## src/rtl/rgb_to_ycbcr_pkg.sv

```systemverilog
// ---------------------------------------------------------------------------
// rgb_to_ycbcr_pkg
// Shared constants and helpers for the RGB -> YCbCr (full-range BT.601, JPEG)
// colour-space converter.
//   - widths: PIX_W (pixel), PROD_W (unsigned product), SUM_W (signed sum)
//   - COEF:   3x3 signed coefficient table, row = Y/Cb/Cr, column = R/G/B,
//             scaled by 2^FRAC_BITS
//   - ROUND:  rounding term added before the shift
//   - OFS:    post-shift offset per component (0 for Y, CHROMA_OFS for Cb/Cr)
//   - clamp_u8(): saturate a signed sum to 0..255
// ---------------------------------------------------------------------------
package rgb_to_ycbcr_pkg;

    // Pipeline depth in clocks; the implementation is fixed at 3.
    localparam int LATENCY   = 3;
    localparam int FRAC_BITS = 8;
    localparam int PIX_W     = 8;
    localparam int PROD_W    = 16;
    localparam int SUM_W     = 18;
    localparam int COEF_W    = 9;
    localparam int NCOMP     = 3;

    localparam logic signed [SUM_W-1:0] ROUND      = 18'sd128;
    localparam logic signed [SUM_W-1:0] CHROMA_OFS = 18'sd128;

    // Rows: Y, Cb, Cr.  Columns: R, G, B.
    localparam logic signed [COEF_W-1:0] COEF [NCOMP][3] = '{
        '{ 9'sd77,   9'sd150,  9'sd29  },
        '{-9'sd43,  -9'sd85,   9'sd128 },
        '{ 9'sd128, -9'sd107, -9'sd21  }
    };

    localparam logic signed [SUM_W-1:0] OFS [NCOMP] = '{18'sd0, CHROMA_OFS, CHROMA_OFS};

    localparam logic signed [SUM_W-1:0] U8_MAX = 18'sd255;

    // Saturate a signed value to the unsigned 8-bit range.
    function automatic logic [PIX_W-1:0] clamp_u8(input logic signed [SUM_W-1:0] v);
        logic [PIX_W-1:0] res;
        if (v[SUM_W-1]) begin
            res = '0;
        end else if (v > U8_MAX) begin
            res = '1;
        end else begin
            res = v[PIX_W-1:0];
        end
        return res;
    endfunction

endpackage

```

## src/rtl/rgb_to_ycbcr_mac3.sv

```systemverilog
// ---------------------------------------------------------------------------
// ycc_mac3
// Registered three-product weighted sum for one colour component:
//   stage 1: register |coef_i| * pix_i (16-bit unsigned) plus the coef sign
//   stage 2: register sum = sum_i(+/- product_i) + ROUND (18-bit signed)
// Ports:
//   clock, reset        - clock, synchronous active-high reset
//   coef0..coef2        - signed coefficients (expected static)
//   pix0..pix2          - unsigned 8-bit pixel components
//   sum                 - registered signed weighted sum, 2 clocks after input
// ---------------------------------------------------------------------------
module ycc_mac3
    import rgb_to_ycbcr_pkg::*;
(
    input  logic                     clock,
    input  logic                     reset,
    input  logic signed [COEF_W-1:0] coef0,
    input  logic signed [COEF_W-1:0] coef1,
    input  logic signed [COEF_W-1:0] coef2,
    input  logic [PIX_W-1:0]         pix0,
    input  logic [PIX_W-1:0]         pix1,
    input  logic [PIX_W-1:0]         pix2,
    output logic signed [SUM_W-1:0]  sum
);

    logic signed [COEF_W-1:0] coef [3];
    logic [PIX_W-1:0]         pix  [3];
    logic signed [SUM_W-1:0]  term [3];
    logic signed [SUM_W-1:0]  sum_reg;
    logic signed [SUM_W-1:0]  sum_next;

    assign coef[0] = coef0;
    assign coef[1] = coef1;
    assign coef[2] = coef2;
    assign pix[0]  = pix0;
    assign pix[1]  = pix1;
    assign pix[2]  = pix2;

    genvar gi;
    generate
        for (gi = 0; gi < 3; gi++) begin : g_tap
            logic [PIX_W-1:0]  mag;
            logic [PROD_W-1:0] prod_reg;
            logic              neg_reg;

            // Multiply by the magnitude so the product stays an unsigned
            // 8x8 multiply; the sign is re-applied in the adder stage.
            // |-128| = 128 still fits in 8 bits.
            assign mag = coef[gi][COEF_W-1] ? PIX_W'(-coef[gi]) : PIX_W'(coef[gi]);

            always_ff @(posedge clock) begin
                if (reset) begin
                    prod_reg <= '0;
                    neg_reg  <= 1'b0;
                end else begin
                    prod_reg <= PROD_W'(mag) * PROD_W'(pix[gi]);
                    neg_reg  <= coef[gi][COEF_W-1];
                end
            end

            assign term[gi] = neg_reg ? -$signed(SUM_W'(prod_reg))
                                      :  $signed(SUM_W'(prod_reg));
        end
    endgenerate

    assign sum_next = term[0] + term[1] + term[2] + ROUND;

    always_ff @(posedge clock) begin
        if (reset) begin
            sum_reg <= '0;
        end else begin
            sum_reg <= sum_next;
        end
    end

    assign sum = sum_reg;

endmodule

```

## src/rtl/rgb_to_ycbcr.sv

```systemverilog
// ---------------------------------------------------------------------------
// rgb_to_ycbcr
// Pipelined RGB -> YCbCr (JPEG full-range BT.601) converter, one pixel per
// clock, fixed 3-clock latency, no back-pressure.
//   stages 1-2: one ycc_mac3 per component (products, then rounded sum)
//   stage 3:    floor shift by FRAC_BITS, chroma offset, clamp to 0..255
// Ports:
//   clock, reset   - clock, synchronous active-high reset
//   in_valid       - r/g/b carry a pixel this cycle
//   r, g, b        - 8-bit unsigned colour components
//   out_valid      - in_valid delayed by 3 clocks
//   out            - {Y, Cb, Cr}, 8 bits each
//   pix_cnt        - (YCC_PIX_CNT_EN only) 12-bit count of output beats, wraps
//   blk_done       - (YCC_PIX_CNT_EN only) pulse on every 64th output beat
// Build option: define YCC_PIX_CNT_EN to add pix_cnt / blk_done.
// ---------------------------------------------------------------------------
module rgb_to_ycbcr
    import rgb_to_ycbcr_pkg::*;
(
    input  logic                     clock,
    input  logic                     reset,
    input  logic                     in_valid,
    input  logic [PIX_W-1:0]         r,
    input  logic [PIX_W-1:0]         g,
    input  logic [PIX_W-1:0]         b,
    output logic                     out_valid,
    output logic [3*PIX_W-1:0]       out
`ifdef YCC_PIX_CNT_EN
    ,
    output logic [11:0]              pix_cnt,
    output logic                     blk_done
`endif
);

    logic valid_s1_reg;
    logic valid_s2_reg;
    logic out_valid_reg;

    logic signed [SUM_W-1:0] comp_sum [NCOMP];

    genvar gi;
    generate
        for (gi = 0; gi < NCOMP; gi++) begin : g_comp
            logic signed [SUM_W-1:0] scaled;
            logic [PIX_W-1:0]        comp_reg;

            ycc_mac3 u_mac (
                .clock (clock),
                .reset (reset),
                .coef0 (COEF[gi][0]),
                .coef1 (COEF[gi][1]),
                .coef2 (COEF[gi][2]),
                .pix0  (r),
                .pix1  (g),
                .pix2  (b),
                .sum   (comp_sum[gi])
            );

            // >>> on a signed value floors, so negative sums round toward
            // minus infinity; the +ROUND already added makes it round-half-up.
            assign scaled = (comp_sum[gi] >>> FRAC_BITS) + OFS[gi];

            always_ff @(posedge clock) begin
                if (reset) begin
                    comp_reg <= '0;
                end else begin
                    comp_reg <= clamp_u8(scaled);
                end
            end
        end
    endgenerate

    always_ff @(posedge clock) begin
        if (reset) begin
            valid_s1_reg  <= 1'b0;
            valid_s2_reg  <= 1'b0;
            out_valid_reg <= 1'b0;
        end else begin
            valid_s1_reg  <= in_valid;
            valid_s2_reg  <= valid_s1_reg;
            out_valid_reg <= valid_s2_reg;
        end
    end

    assign out_valid = out_valid_reg;
    assign out       = {g_comp[0].comp_reg, g_comp[1].comp_reg, g_comp[2].comp_reg};

`ifdef YCC_PIX_CNT_EN
    logic [11:0] pix_cnt_reg;
    logic [11:0] pix_cnt_next;
    logic        blk_done_reg;

    // Count the beat currently on the output; pix_cnt_next is therefore the
    // pre-increment count that will be shown alongside the next beat.
    assign pix_cnt_next = pix_cnt_reg + {11'd0, out_valid_reg};

    always_ff @(posedge clock) begin
        if (reset) begin
            pix_cnt_reg  <= '0;
            blk_done_reg <= 1'b0;
        end else begin
            pix_cnt_reg  <= pix_cnt_next;
            // Registered one stage early so the pulse lines up with the beat.
            blk_done_reg <= valid_s2_reg && (pix_cnt_next[5:0] == 6'd63);
        end
    end

    assign pix_cnt  = pix_cnt_reg;
    assign blk_done = blk_done_reg;
`else
    // Core-only build: no beat counter or block pulse.
`endif

endmodule

```

## config.mk

```make
export PLATFORM = sky130hd
export DESIGN_NAME = rgb_to_ycbcr
export DESIGN_NICKNAME = d
export VERILOG_FILES = /design/src/rtl/rgb_to_ycbcr_pkg.sv /design/src/rtl/rgb_to_ycbcr_mac3.sv /design/src/rtl/rgb_to_ycbcr.sv
export SDC_FILE = /design/constraint.sdc
export NUM_CORES = 1
export LEC_CHECK = 0
export CAP_MARGIN = 40
export CORE_MARGIN = 2
export CORE_UTILIZATION = 35
export DETAILED_ROUTE_END_ITERATION = 8
export MAX_ROUTING_LAYER = met4
export PLACE_DENSITY = 0.56
export REMOVE_ABC_BUFFERS = 1
export SYNTH_ARGS = -nofsm -noshare
export SYNTH_HDL_FRONTEND = slang
export SYNTH_HIERARCHICAL = 1
export SYNTH_SLANG_ARGS = --single-unit
```

## constraint.sdc

```tcl
create_clock -name clock -period 6.1 [get_ports clock]
set_input_delay 0.915 -clock clock [delete_from_list [all_inputs] [get_ports clock]]
set_output_delay 0.915 -clock clock [all_outputs]
set_load 0.02 [all_outputs]
```

==> run summary, run 1 <==
## Run status
* outcome: finished, final reports clean

## Cells and area
* number of nets in the final layout: 4752
* flip-flop count of the largest register, all copies and words added: 144
* area delta synth->final: 11.9%
* Ant. Diodes: 0
* proportion of layout cells with a drive suffix above 1: 0.0318

## Clock tree
* root buffer selected by CTS: clkbuf_16
* Hold-fix buffers, CTS: 0
* CTS tree: yes
* TritonCTS buffer count: 26
* clock-pin slew on the worst setup and hold paths: 60 ps
* clk sink count: 210
* Clock H-tree levels: 1
* clock latency on the worst-skew pair: 560 ps
* postcts setup bufs: 0
* count of instances resized after the clock tree is built: 0
* Clock Path Buffers: 3

## STA
* Peak Freq: 191 MHz
* Clock Skews: 9.68 ps
* final period demand of the worst path: 5230 ps
* worst slew margin relative to its limit: 0.504
* setup slack after layout: 870 ps
* total setup violations reported at the end of the flow: 0
* hold violation count in the final report: 0
* post-route fraction of the period consumed by the critical path: 0.857
* setup TNS after final layout: 0 ps
* RSZ-0062 raised after global routing: no
* actual transition at the worst max-transition pin: 741 ps
* final count of pins violating max slew: 0

## Yosys
* post-synth design cell area: 32000 sq um
* average size of a mapped cell: 8.86 sq um
* Yosys warning count: 6
* Cells after Synth: 3610

## Critical path
* capture point of the worst reg-to-reg path: g_comp[2].u_mac/sum[16]
* Worst setup EP type: register
* FF-to-FF Start: g_comp[2].u_mac/g_tap[2].prod_reg[3]
* cells on worst reg2reg path: 16
* critical path capture point: g_comp[0].u_mac/g_tap[1].prod_reg[12]
* sort of element at the start of the critical path: input port
* category of the most critical setup path: in2reg
* Worst path most repeated cell: fa_1
* setup slack of the worst register-to-register path: 1440 ps
* CP Launch Point: g[7]
* largest stage delay on the critical path: 830 ps
* top fanout value on the critical path: 15
* Worst EP required: 6520 ps
* data arrival time of the critical path: 5650 ps
* Slowest-stage cell, CP: clkdlybuf4s50_1
* cell chain of the critical path: clkdlybuf4s50_1, nor2b_1, fa_1, fa_1, fa_1, inv_1, fa_1, inv_1, ha_1, a2111o_1, o21ai_0, o21ai_0, xnor2_1, nor2_1

## Global routing
* via count of the first global-routing pass: 23600
* largest net degree at the start of global routing: 115
* initial antenna violation count: 0
* first-pass GRT wire length: 120 mm
* overall routing resource usage: 0.159
* overall overflow remaining after global route: 0

## Floorplan
* starting utilization of the core area: 0.354
* number of core rows: 110
* IO Count: 52
* overall die area: 93800 sq um
* Floorplan Core Area: 90300 sq um
* Die Wd: 306 um
* die height: 306 um

## Power
* total chip power: 16.8 mW
* worst supply voltage drop on vdd: 0.335 mV
* leakage power: 17.5 nW
* power density cells: 470 nW/um^2

## Place
* worst slack, placed: 347 ps
* Routability Congestion: 0.839
* number of port buffers: 51
* total half-perimeter wirelength after legalization and detailed placement: 58.8 mm

## Route
* routed wire length per instance: 13.8 um
* final antenna-violating net count: 0
* detailed-routing iteration count for the pre-antenna-repair pass: 5
* total wirelength of the detailed-routed design: 70.4 mm
* via count: 23400
* Remaining DRCs: 0
* via-per-instance ratio: 4.58
* initial drt markers: 975

## Worst hold path
* path type of the worst min-delay path: reg2reg

## Run
* max-cap viol count: 0

[routing by layer]
layer,vias up,share of wire,GRT usage
li1,11900,-,-
met1,11200,0.49,0.214
met2,173,0.48,0.265
met3,55,0.020,0.0144
met4,0,0.017,0.0274
met5,-,0,-
[worst max-delay path, delay by kind of cell]
| family | cells | cell delay [ps] |
|---|---|---|
| AOI/OAI and AO/OA | 3 | 890 |
| xor gates and xnor gates | 1 | 190 |
| adders and majority gates | 5 | 2390 |
| buffers and inverters | 3 | 940 |
| and+or+nand+nor | 2 | 320 |
[per-stage QoR]
stage	util	hold WS, ps	area [sq um]	cells
4_1_cts	0.396	443	35800	5104
5_1_grt	0.396	450	35800	5104
6_report	0.396	437	35800	5104
3_3_place_gp	0.386	418	34900	5056
3_5_place_dp	0.386	430	34900	5056
2_1_floorplan	-	405	32600	3787
[power breakdown]
| part | internal [mW] | switching, mW |
|---|---|---|
| sequential | 1.92 | 0.451 |
| clock | 0.917 | 0.649 |
| combinational | 5.58 | 7.29 |
| total | 8.42 | 8.39 |
[cells in the final DEF, fill, tap and decap left out, types with 18 or more instances in the layout]
cell             count
o41ai_1             22
o21ai_0            116
or3_1               22
a31oi_1             20
nand2_1            196
xor2_1             148
or4_1               18
and2_1             153
buf_4               41
inv_1              613
nor2_1             156
clkdlybuf4s50_1     50
a21o_1              33
o21a_1              47
nand2b_1            94
conb_1             234
nor3_1              31
o31ai_1             62
nor2b_1            364
fa_1               378
clkbuf_16           26
dfxtp_1            210
xnor2_1            146
a21oi_1             94
ha_1               439
[layout make-up]
| class | instances | area (sq um) |
|---|---|---|
| Clock buffer | 32 | 703 |
| Clock inverter | 16 | 176 |
| Fill cell | 9251 | 54500 |
| Inverter | 613 | 2300 |
| Multi-Input combinational cell | 2964 | 26100 |
| Sequential cell | 210 | 4200 |
| Tap cell | 1176 | 1470 |
| Timing Repair Buffer | 93 | 840 |
[worst min-delay path by stage]
stage,startpoint,endpoint,slack [ps],cells past startpoint
final,g_comp[0].u_mac/sum[15],g_comp[0].comp_reg[7],440,1
after global routing,valid_s1_reg,valid_s2_reg,450,1
after CTS,valid_s1_reg,valid_s2_reg,440,1
after detailed placement,g_comp[0].u_mac/sum[14],g_comp[0].comp_reg[6],430,1
after global placement,valid_s2_reg,out_valid,420,1
after floorplan,g_comp[0].u_mac/sum[15],g_comp[0].comp_reg[7],410,1
Note: power is estimated with default switching activity, not from simulation.
==> run 2, diff against run 1 <==
--- a/config.mk
+++ b/config.mk
@@ -6,12 +6,12 @@
 export NUM_CORES = 1
 export LEC_CHECK = 0
 export CAP_MARGIN = 40
-export CORE_MARGIN = 2
 export CORE_UTILIZATION = 35
 export DETAILED_ROUTE_END_ITERATION = 8
 export MAX_ROUTING_LAYER = met4
 export PLACE_DENSITY = 0.56
 export REMOVE_ABC_BUFFERS = 1
+export SKIP_CTS_REPAIR_TIMING = 1
 export SYNTH_ARGS = -nofsm -noshare
 export SYNTH_HDL_FRONTEND = slang
 export SYNTH_HIERARCHICAL = 1
==> run 2 against run 1 <==
  * Sequential cell count unchanged
  * Die area is 1.3% lower
  * Largest cell class unchanged
  * Clock-buffer cell count is 4 lower
  * Maximum frequency grew 1.5%
  * Design area is 0.11% higher
  * Global-route usage barely moved
  * Sequential power about the same
  * Clock skew increased by 5.1 ps
  * Highest routed layer unchanged
  * First-iteration DRC count is 14% lower
  * Utilization is essentially flat
  * Non-clock buffer count fell by 4
  * Via count down 0.17%
==> run summary, run 2 (synthesis gave the netlist of run 1 again) <==
## Global routing
* via count of the first global-routing pass: 23600
* overall routing resource usage: 0.159
* initial antenna violation count: 2
* overall overflow remaining after global route: 0
* largest net degree at the start of global routing: 150
* first-pass GRT wire length: 119 mm

## STA
* final count of pins violating max slew: 0
* Peak Freq: 194 MHz
* actual transition at the worst max-transition pin: 775 ps
* setup TNS after final layout: 0 ps
* worst slew margin relative to its limit: 0.484
* hold violation count in the final report: 0
* total setup violations reported at the end of the flow: 0
* RSZ-0062 raised after global routing: no
* post-route fraction of the period consumed by the critical path: 0.844
* final period demand of the worst path: 5150 ps
* setup slack after layout: 949 ps
* Clock Skews: 14.8 ps

## Place
* worst slack, placed: 427 ps
* Routability Congestion: 0.836
* total half-perimeter wirelength after legalization and detailed placement: 58.5 mm
* DP Area: 34900 sq um
* number of port buffers: 51

## Power
* worst supply voltage drop on vdd: 0.267 mV
* leakage power: 17.5 nW
* part of the power in the clock network: 0.095
* net switching component of the power: 8.29 mW
* power density cells: 467 nW/um^2
* logic gate share of total power: 0.763
* Sw Share: 0.496
* register share of total power: 0.142
* Internal Power: 8.44 mW

## Route
* initial drt markers: 839
* detailed-routing iteration count for the pre-antenna-repair pass: 4
* total wirelength of the detailed-routed design: 69.8 mm
* Remaining DRCs: 0
* via-per-instance ratio: 4.57
* final antenna-violating net count: 0
* routed wire length per instance: 13.7 um
* via count: 23300

## Critical path
* sort of element at the start of the critical path: input port
* FF-to-FF Start: g_comp[2].u_mac/g_tap[2].prod_reg[3]
* data arrival time of the critical path: 5560 ps
* Worst EP required: 6510 ps
* CP Launch Point: g[7]
* category of the most critical setup path: in2reg
* Worst setup EP type: register
* top fanout value on the critical path: 15

## Clock tree
* Clock Path Buffers: 3
* Clock H-tree levels: 1
* TritonCTS buffer count: 27
* clock latency on the worst-skew pair: 550 ps
* CTS tree: yes
* root buffer selected by CTS: clkbuf_16
* clock-pin slew on the worst setup and hold paths: 60 ps
* clk sink count: 210

## Cells and area
* flip-flop count of the largest register, all copies and words added: 144
* proportion of layout cells with a drive suffix above 1: 0.0316
* area delta synth->final: 12.0%
* most common cell after layout, fill and taps aside: inv_1
* Ant. Diodes: 0
* filler instances: 9287
* area of all placed cells without fillers: 35800 sq um
* most used cells in the layout excluding fill and tap cells: inv_1, ha_1, fa_1
* number of nets in the final layout: 4749

## Worst hold path
* startpoint of the tightest hold check path: valid_s2_reg
* path type of the worst min-delay path: reg2reg

## Floorplan
* number of core rows: 110
* Die Wd: 304 um
* starting utilization of the core area: 0.354
* overall die area: 92500 sq um
* die height: 304 um
* IO Count: 52
* Floorplan Core Area: 90300 sq um

## Run status
* outcome: finished, final reports clean

## Run
* max-cap viol count: 0

run 2: metrics by stage:
stage               hold slack [ps]  power, mW   util  std cells
floorplan                       405       12.3      -       3787
global placement                423       14.9  0.386       5052
detailed placement              430       15.0  0.386       5052
CTS                             445       16.7  0.397       5100
global route                    463       18.9  0.397       5100
finish                          437       16.7  0.397       5100
run 2: final timing paths:
path | cells past startpoint | endpoint | slack [ps]
min | 1 | out_valid | 440
max | 15 | g_comp[1].u_mac/g_tap[1].prod_reg[12] | 950
min reg2reg | 1 | out_valid | 440
max reg2reg | 16 | g_comp[2].u_mac/sum[16] | 1390
run 2: worst max-delay path, cell delays in order:
cell and delay, ps:
clkdlybuf4s50_1 750, buf_4 290, nand2_1 100, fa_1 510
fa_1 520, fa_1 530, fa_1 550, inv_1 40
ha_1 340, a2111oi_0 380, a21oi_1 70, o21ai_0 160
o21ai_0 180, xnor2_1 170, nor2_1 50
run 2: power groups by stage:
| stage | registers, mW | logic (mW) | clock network, mW |
|---|---|---|---|
| 3_3_place_gp | 2.40 | 12.5 | 0 |
| 3_5_place_dp | 2.40 | 12.6 | 0 |
| 4_1_cts | 2.37 | 12.7 | 1.64 |
| 2_1_floorplan | 2.33 | 9.93 | 0 |
| 6_report | 2.37 | 12.8 | 1.59 |
| 5_1_grt | 2.43 | 14.8 | 1.71 |
run 2: layout make-up:
type | count | area [sq um] | share of cell area
inverter | 613 | 2300 | 0.0643
timing repair buffer | 89 | 847 | 0.0237
sequential | 210 | 4200 | 0.117
clock inverter | 20 | 221 | 0.00619
tap | 1176 | 1470 | 0.0411
multi-input combinational | 2964 | 26100 | 0.728
clock buffer | 28 | 689 | 0.0193
run 2: per-layer routing:
layer  GRT usage  share of wire
met3      0.0123          0.023
met1       0.213           0.49
met5           -              0
met4      0.0255          0.015
met2       0.268           0.47
